**src/rtl/drum_pkg.sv**
```systemverilog
// Shared types and constants for the drum membrane column scheduler.
// Node values are 18-bit signed; intermediate sums are carried at 21 bits.
package drum_pkg;

    localparam int NODE_W = 18;
    localparam int WIDE_W = 21;

    localparam int LAP_SHIFT  = 4;
    localparam int DAMP_SHIFT = 12;
    localparam int LOSS_SHIFT = 13;

    typedef logic signed [NODE_W-1:0] node_t;
    typedef logic signed [WIDE_W-1:0] wide_t;

    typedef enum logic [2:0] {
        IDLE,
        PRIME0,
        PRIME1,
        RUN,
        DONE
    } state_t;

    function automatic wide_t widen(input node_t v);
        return {{(WIDE_W-NODE_W){v[NODE_W-1]}}, v};
    endfunction

endpackage

```
**src/rtl/drum_node_update.sv**
```systemverilog
// Combinational finite-difference update for one membrane node.
// Each stage truncates back to 18 bits, so overflow wraps rather than saturates.
module drum_node_update
    import drum_pkg::*;
(
    input  logic signed [17:0] l,
    input  logic signed [17:0] r,
    input  logic signed [17:0] u,
    input  logic signed [17:0] d,
    input  logic signed [17:0] c,
    input  logic signed [17:0] p,
    output logic signed [17:0] next
);

    wide_t sum;
    wide_t lap_w;
    wide_t damp;
    wide_t t_w;
    node_t lap;
    node_t t;

    always_comb begin
        sum   = widen(l) + widen(r) + widen(u) + widen(d)
              - (widen(c) <<< 2);
        lap_w = sum >>> LAP_SHIFT;
        lap   = lap_w[NODE_W-1:0];
        // P - P/4096: a mild damping of the previous-step value
        damp  = widen(p) - (widen(p) >>> DAMP_SHIFT);
        t_w   = widen(lap) + (widen(c) <<< 1) - damp;
        t     = t_w[NODE_W-1:0];
        next  = t - (t >>> LOSS_SHIFT);
    end

endmodule

```
**src/rtl/drum_column_sched.sv**
```systemverilog
// Steps one column of the drum mesh, one row per cycle, over two node banks.
// A three-entry window (D, C, U) slides down the column fed by 1-cycle reads.
module drum_column_sched
    import drum_pkg::*;
#(
    parameter int N_ROWS = 32,
    parameter int AW     = 5
)
(
    input  logic                 clk,
    input  logic                 rst,
    input  logic                 step_start,
    output logic                 busy,
    output logic                 step_done,
    output logic [AW-1:0]        row_idx,
    input  logic signed [17:0]   left_u,
    input  logic signed [17:0]   right_u,
    input  logic                 init_wr_en,
    input  logic [AW-1:0]        init_addr,
    input  logic signed [17:0]   init_data,
    output logic                 init_ready,
    output logic [AW-1:0]        rd_addr,
    input  logic signed [17:0]   cur_rd_data,
    input  logic signed [17:0]   prev_rd_data,
    output logic                 wr_en,
    output logic [AW-1:0]        wr_addr,
    output logic signed [17:0]   cur_wr_data,
    output logic signed [17:0]   prev_wr_data,
    output logic signed [17:0]   mid_u
);

    localparam logic [AW-1:0] LAST = AW'(N_ROWS - 1);
    localparam logic [AW-1:0] NEAR = AW'(N_ROWS - 3);
    localparam logic [AW-1:0] MID  = AW'(N_ROWS / 2);

    state_t        state;
    state_t        state_d;
    logic [AW-1:0] row_q;
    logic [AW-1:0] row_d;
    node_t         c_q;
    node_t         d_q;
    node_t         p_q;
    node_t         mid_q;
    node_t         op_u;
    node_t         op_d;
    node_t         next;

    assign row_idx = row_q;
    assign mid_u   = mid_q;

    // Edge rows see a clamped zero neighbour, never memory data.
    assign op_u = (row_q == LAST) ? '0 : cur_rd_data;
    assign op_d = (row_q == '0)   ? '0 : d_q;

    drum_node_update u_node (
        .l    (left_u),
        .r    (right_u),
        .u    (op_u),
        .d    (op_d),
        .c    (c_q),
        .p    (p_q),
        .next (next)
    );

    always_comb begin
        state_d      = state;
        row_d        = row_q;
        busy         = 1'b0;
        step_done    = 1'b0;
        init_ready   = 1'b0;
        rd_addr      = '0;
        wr_en        = 1'b0;
        wr_addr      = '0;
        cur_wr_data  = '0;
        prev_wr_data = '0;
        unique case (state)
            IDLE: begin
                init_ready = 1'b1;
                row_d      = '0;
                if (step_start) begin
                    state_d = PRIME0;
                end else if (init_wr_en) begin
                    wr_en        = 1'b1;
                    wr_addr      = init_addr;
                    cur_wr_data  = init_data;
                    prev_wr_data = init_data;
                end
            end
            PRIME0: begin
                busy    = 1'b1;
                rd_addr = '0;
                state_d = PRIME1;
            end
            PRIME1: begin
                busy    = 1'b1;
                rd_addr = AW'(1);
                state_d = RUN;
            end
            RUN: begin
                busy         = 1'b1;
                rd_addr      = (row_q >= NEAR) ? LAST : row_q + AW'(2);
                wr_en        = 1'b1;
                wr_addr      = row_q;
                cur_wr_data  = next;
                prev_wr_data = c_q;
                if (row_q == LAST) begin
                    state_d = DONE;
                    row_d   = '0;
                end else begin
                    row_d = row_q + AW'(1);
                end
            end
            DONE: begin
                busy      = 1'b1;
                step_done = 1'b1;
                state_d   = IDLE;
            end
            default: begin
                state_d = IDLE;
            end
        endcase
    end

    always_ff @(posedge clk) begin
        if (rst) begin
            state <= IDLE;
            row_q <= '0;
            c_q   <= '0;
            d_q   <= '0;
            p_q   <= '0;
            mid_q <= '0;
        end else begin
            state <= state_d;
            row_q <= row_d;
            if (state == PRIME1) begin
                c_q <= cur_rd_data;
                p_q <= prev_rd_data;
                d_q <= '0;
            end else if (state == RUN) begin
                d_q <= c_q;
                c_q <= cur_rd_data;
                p_q <= prev_rd_data;
                if (row_q == MID) begin
                    mid_q <= next;
                end
            end
        end
    end

endmodule

```
**config.mk**
```make
export PLATFORM = sky130hd
export DESIGN_NAME = drum_column_sched
export DESIGN_NICKNAME = d
export VERILOG_FILES = /design/src/rtl/drum_pkg.sv /design/src/rtl/drum_node_update.sv /design/src/rtl/drum_column_sched.sv
export SDC_FILE = /design/constraint.sdc
export NUM_CORES = 1
export LEC_CHECK = 0
export CAP_MARGIN = 20
export CORE_MARGIN = 5
export CORE_UTILIZATION = 25
export CTS_BUF_LIST = sky130_fd_sc_hd__clkbuf_8
export CTS_CLUSTER_DIAMETER = 100
export DETAILED_ROUTE_END_ITERATION = 10
export SYNTH_ARGS = -nofsm -noshare
export SYNTH_HDL_FRONTEND = slang
export SYNTH_HIERARCHICAL = 1
export SYNTH_SLANG_ARGS = --single-unit
```
**constraint.sdc**
```tcl
create_clock -name clk -period 12.7 [get_ports clk]
set_input_delay 2.54 -clock clk [delete_from_list [all_inputs] [get_ports clk]]
set_output_delay 2.54 -clock clk [all_outputs]
set_load 0.05 [all_outputs]
```
======== Yosys cells after proc, flatten, opt, wreduce, memory -nomap -nowiden ========
Index checks and enable logic that the tools add are counted.
storage, ports and cells
  register bits ........................... 80
  input bits .............................. 99
operators by class
  add/subtract/negate cells ............... 10
  $lt $le $gt $ge ......................... 1
  equal/unequal tests ..................... 8
  mux-type cells .......................... 26
  bitwise gates (word level) .............. 1
  reduce and logical (&&, ||, !) cells .... 8
operator list
  cell                 count
  $mux 18              8
  $pmux 18 s2          2
  $pmux 5 s2           3
  $add 21x18->21       1
  $sub 21x20->21       1
  $add 19x18->20       1
  $mux 5               4
  $add 18x18->19       1
  $add 17x18->18       1
  $sub 18x18->18       1
  $sub 18x5->18        1
  $sub 18x6->18        1
  $pmux 3 s4           1
  $eq 5x5->1 const B   2
  $eq 3x2->1 const B   2
  $mux 3               2
  $add 5x1->5 const B  1
  $add 5x2->5 const B  1
  $ge 5x5->1 const B   1
  $logic_not 5->1      1
  $mux 1               5
  $ne 2x2->1 const B   2
  $reduce_bool 2->1    2
  $reduce_or 4->1      1
  other kinds (8)      8

======== Longest topological paths before layout ========
  depth in word-level cells ............... 9
  gate-level depth with buffers ........... 44
  depth with buffers taken out ............ 43

======== Hierarchy ========
The synthesis kept the hierarchy.
modules (own cells, without submodules)
  module             instances  cells each  area each (µm²)  seq. area each (µm²)
  drum_node_update   1          587         4,898.4          0.0
  drum_column_sched  1          478         3,903.7          1,601.5

======== Worst setup path after synthesis ========
Ideal clock, no wire load.
  path kind ............................... input -> output
  start point ............................. input left_u[10]
  end point ............................... output cur_wr_data[15]
  arrival ................................. 10,880 ps
  setup slack ............................. -720 ps
  cell stages on the path ................. 36
  path buffers ............................ 1
  cells stage by stage .................... fa_1 -> fa_1 -> inv_1 -> fa_1 -> inv_1 -> ha_1 -> a21oi_1 -> nand2_1 -> a221o_1 -> o21ai_2 -> a21boi_0 -> o21a_1 -> o21a_1 -> o21ai_0 -> nand2b_1 -> a21o_1 -> xor2_1 -> fa_1 -> ha_1 -> a211oi_1 -> nand2_1 -> a21oi_1 -> a21oi_1 -> o211ai_1 -> xnor2_2 -> inv_1 -> buf_1 -> ha_1 -> a221oi_1 -> a21bo_2 -> mux2_2 -> o221ai_1 -> a211o_1 -> o311ai_1 -> xnor2_1 -> a22o_1
on the way
  longest elaborated chain between the ends .. 8
RTL lines
  item                line                     RTL
  start: declaration  drum_column_sched.sv:16  input logic signed [17:0] left_u,
  $add 18x18->19      drum_node_update.sv:23   sum = widen(l) + widen(r) + widen(u) + widen(d)
  $add 19x18->20      drum_node_update.sv:23
  $add 21x18->21      drum_node_update.sv:23
  $sub 21x20->21      drum_node_update.sv:24   - (widen(c) <<< 2);
  $add 17x18->18      drum_node_update.sv:29   t_w = widen(lap) + (widen(c) <<< 1) - damp;
  $sub 18x18->18      drum_node_update.sv:29
  $sub 18x5->18       drum_node_update.sv:31   next = t - (t >>> LOSS_SHIFT);
  net next[15]        drum_column_sched.sv:46  node_t next;
  $pmux 18 s2         drum_column_sched.sv:76  unique case (state)
  end: declaration    drum_column_sched.sv:27  output logic signed [17:0] cur_wr_data,
The timed path passes the listed nets, and every way through them passes these cells.

======== Worst setup path after layout ========
  start point ............................. input right_u[4]
  end point ............................... output cur_wr_data[17]
on the way
  longest elaborated chain between the ends .. 8
RTL lines
  item                line                     RTL
  start: declaration  drum_column_sched.sv:17  input logic signed [17:0] right_u,
  $add 18x18->19      drum_node_update.sv:23
  $add 19x18->20      drum_node_update.sv:23
  $add 21x18->21      drum_node_update.sv:23
  $sub 21x20->21      drum_node_update.sv:24
  $add 17x18->18      drum_node_update.sv:29
  $sub 18x18->18      drum_node_update.sv:29
  $sub 18x5->18       drum_node_update.sv:31
  net next[17]        drum_column_sched.sv:46
  $pmux 18 s2         drum_column_sched.sv:76
The timed path passes the listed nets, and every way through them passes these cells.

==> metrics.txt <==
# TYPE chip_impl_metric gauge
chip_impl_metric{name="antenna_found_initial",unit=""} 0
chip_impl_metric{name="layout_worst_path_cycle_share",unit=""} 1.03
chip_impl_info{name="violations",value="setup timing"} 1
chip_impl_metric{name="io_pins",unit=""} 172
chip_impl_metric{name="wl_met3",unit="µm"} 1370
chip_impl_metric{name="finalWirelength",unit="µm"} 28300
chip_impl_info{name="worstSetupStartpointType",value="input port"} 1
chip_impl_metric{name="drc",unit=""} 0
chip_impl_metric{name="die_h",unit="µm"} 198
chip_impl_metric{name="first_global_vias",unit=""} 8246
chip_impl_metric{name="dp.cells",unit=""} 1760
chip_impl_metric{name="drv.max_cap_violation_count",unit=""} 0
chip_impl_metric{name="drt-vias-per-instance",unit=""} 4.47
chip_impl_metric{name="routed-via-count",unit=""} 8040
chip_impl_metric{name="worst_r2r_path_depth",unit=""} 43
chip_impl_metric{name="wl_per_cell",unit="µm"} 15.8
chip_impl_metric{name="ctsHoldBuffers",unit=""} 0
chip_impl_info{name="timing.setup.critical_path_class",value="in2out"} 1
chip_impl_info{name="synth_area_leader_cell",value="fa_1"} 1
chip_impl_info{name="cp-end-kind",value="primary output"} 1
chip_impl_metric{name="ys_seq_area_frac",unit=""} 0.182
chip_impl_metric{name="synthesis.area",unit="µm²"} 8800
chip_impl_metric{name="drt-pass1-iter-count",unit=""} 4
chip_impl_metric{name="met2_length",unit="µm"} 14200
chip_impl_metric{name="slew_at_the_pin_with_the_worst_max_slew_slack",unit="ps"} 1000
chip_impl_metric{name="die_x",unit="µm"} 198
chip_impl_metric{name="track_usage",unit=""} 0.142
chip_impl_metric{name="antenna_cells",unit=""} 0
chip_impl_metric{name="drtIter0Drc",unit=""} 308
chip_impl_metric{name="post_synthesis_register_bit_count",unit=""} 80
chip_impl_info{name="min_to",value="d_q[12]"} 1
chip_impl_info{name="synth.top_cells.by_area",value="fa_1, dfxtp_1, ha_1"} 1
chip_impl_metric{name="grt_max_degree",unit=""} 83
chip_impl_metric{name="syn-num-nets",unit=""} 1310
chip_impl_metric{name="worst-endpoint-arrival",unit="ps"} 10490
chip_impl_metric{name="port-buffer-count",unit=""} 171
chip_impl_info{name="timing.hold.worst.class",value="reg2reg"} 1
chip_impl_metric{name="fin_hold_ws",unit="ps"} 454
chip_impl_info{name="cts_root_buf",value="clkbuf_8"} 1
chip_impl_info{name="critical-path-slowest-cell",value="fa_1"} 1
chip_impl_metric{name="core",unit="µm²"} 34600
chip_impl_info{name="tritoncts",value="yes"} 1
chip_impl_metric{name="yosys_warnings",unit=""} 6
chip_impl_info{name="synth_top_flop_cell",value="dfxtp_1"} 1
chip_impl_metric{name="drive_above_1_share",unit=""} 0.203
chip_impl_metric{name="fmaxAchievable",unit="GHz"} 0.0768
chip_impl_metric{name="clock_skew",unit="ps"} 12.5
chip_impl_metric{name="path_clk_slew",unit="ps"} 80
chip_impl_metric{name="report.final.slew_viol_count",unit=""} 0
chip_impl_info{name="min-delay-start",value="d_q[12]"} 1
chip_impl_metric{name="ctsLongestPathBuffers",unit=""} 2
chip_impl_info{name="reg2reg_to",value="mid_u[13]"} 1
chip_impl_metric{name="final.setup.worst_slack",unit="ps"} -328
chip_impl_metric{name="gp_routability_congestion",unit=""} 0.867
chip_impl_metric{name="critical_path_depth",unit=""} 40
chip_impl_metric{name="period_needed",unit="ps"} 13030
chip_impl_metric{name="worst-r2r-setup-slack",unit="ps"} 3520
chip_impl_info{name="synth.cells.most_frequent",value="inv_1, nand2_1, fa_1"} 1
chip_impl_metric{name="synthCells",unit=""} 1065
chip_impl_metric{name="clk-insertion-delay-late",unit="ps"} 390
chip_impl_metric{name="setup_viol",unit=""} 8
chip_impl_metric{name="path_buf_inv",unit=""} 8
chip_impl_metric{name="post_layout_nets",unit=""} 1582
chip_impl_metric{name="drt.antenna.violating_nets",unit=""} 0
chip_impl_info{name="outcome",value="finished with violations"} 1
chip_impl_metric{name="async_flop_share",unit=""} 0
chip_impl_metric{name="slew-limit-headroom",unit=""} 0.334
chip_impl_metric{name="timing.hold.worst_path_depth",unit=""} 2
chip_impl_metric{name="core.rowCount",unit=""} 68
chip_impl_metric{name="synth_enable_flop_cells",unit=""} 0
chip_impl_metric{name="htree_num_levels",unit=""} 3
chip_impl_info{name="crit_family",value="compound AO/OA/AOI/OAI gates"} 1
chip_impl_metric{name="syn_avg_cell_area",unit="µm²"} 8.26
chip_impl_metric{name="global_route_wire_length_before_repair",unit="µm"} 44300
chip_impl_info{name="routed.top_layer",value="met4"} 1
chip_impl_metric{name="tritoncts.num_buffers",unit=""} 9
chip_impl_metric{name="data_required_time_of_the_worst_path",unit="ps"} 10160
chip_impl_info{name="yosysMostFrequentCell",value="inv_1"} 1
chip_impl_metric{name="floorplan.die_area",unit="µm²"} 39100
chip_impl_metric{name="critical_path.max_fanout",unit=""} 4
chip_impl_metric{name="initial_utilization",unit=""} 0.254
chip_impl_metric{name="grt_overflow_total",unit=""} 0
chip_impl_metric{name="finalHoldViolCount",unit=""} 0
chip_impl_metric{name="synth_top_cell_area_share",unit=""} 0.205
chip_impl_metric{name="yosysUniqueCellTypes",unit=""} 67
chip_impl_metric{name="routed_met1_length",unit="µm"} 12100
chip_impl_metric{name="stdcell_count",unit=""} 1797
chip_impl_metric{name="clock_sinks",unit=""} 80
chip_impl_info{name="critical_path.reg2reg.startpoint",value="row_idx[1]"} 1
chip_impl_metric{name="final_core_utilization",unit=""} 0.365
chip_impl_metric{name="area_growth",unit="%"} 43.7
chip_impl_info{name="rsz0062_at_grt",value="true"} 1
chip_impl_metric{name="critPathMaxStageDelay",unit="ps"} 530
chip_impl_metric{name="dp_hpwl",unit="µm"} 22500
-- cells in the final DEF (no fill, tap or decap), drive strengths merged, types with 4 or more instances in the layout --
cell	Yosys	routed
a211oi	6	6
a21boi	4	4
a21o	14	14
a21oi	90	90
a22o	41	41
a31oi	6	6
and3	9	9
buf	25	162
clkbuf	22	9
clkdlybuf4s15	0	6
clkdlybuf4s50	0	128
dfxtp	80	80
dlygate4sd2	0	12
fa	90	90
ha	56	56
inv	174	178
mux2i	19	19
nand2	136	136
nand2b	43	43
nand3	12	12
nor2	39	39
nor2b	41	41
nor3	13	13
o211a	4	4
o211ai	4	4
o21a	9	9
o21ai	20	20
xnor2	37	37
xor2	15	15
-- routing by layer --
| metal | track usage | up-vias |
|---|---|---|
| li1 | - | 4025 |
| met1 | 0.176 | 3829 |
| met2 | 0.252 | 159 |
| met3 | 0.0281 | 27 |
| met4 | 0.0390 | 0 |
| met5 | 0 | - |
-- final cells by class --
cell class	instances	area, µm²
Clock buffer	9	124
Clock inverter	7	65.1
Fill cell	3515	22000
Inverter	174	653
Multi-Input combinational cell	764	6780
Sequential cell	80	1600
Tap cell	455	569
Timing Repair Buffer	308	2860
-- worst min-delay path: cells and delay by family (launching register included) --
kind	cells	cell delay [ps]
flip-flops	1	310
AO/OA/AOI/OAI	1	50
AND/OR/NAND/NOR	1	50
-- per-stage QoR --
stage | setup WS (ps) | TNS (ps) | instance area (µm²)
2_1_floorplan | 19.8 | 0 | 8920
3_3_place_gp | -668 | -4490 | 12000
3_5_place_dp | -823 | -5890 | 12000
4_1_cts | -350 | -1530 | 12400
5_1_grt | -715 | -5330 | 12600
6_report | -328 | -1340 | 12600
-- worst max-delay path by stage --
stage | startpoint | to | slack [ps]
finish | right_u[4] | cur_wr_data[17] | -330
global route | left_u[2] | cur_wr_data[17] | -710
CTS | left_u[2] | cur_wr_data[17] | -350
detailed placement | left_u[3] | cur_wr_data[15] | -820
global placement | left_u[2] | cur_wr_data[15] | -670
floorplan | left_u[2] | cur_wr_data[17] | 20
-- cells by family (layout without fill, tap and decap cells) --
group           after synthesis  count (layout)  share of synthesized area
compound gates              228             228                      0.178
mux                          21              21                     0.0242
fa+ha+maj                   148             148                      0.287
flops                        80              80                      0.182
xor+xnor                     52              52                     0.0534
simple gates                315             315                      0.175
buf+inv                     221             498                      0.101
-- timing repair --
action,4_1_cts,5_1_grt
pin swaps,57,23
resized for setup,109,33
endpoints found under the setup margin,13,13
buffers inserted,17,7
-- flip-flops by register name, summed over array words and instances, names as in the netlist --
signal	cells
mid_u	18
row_idx	5
state	3
d_q	18
c_q	18
p_q	18
Power is left out: the tool's default activity adds up to more than one toggle a clock period on the data nets, which glitch-free logic cannot reach.
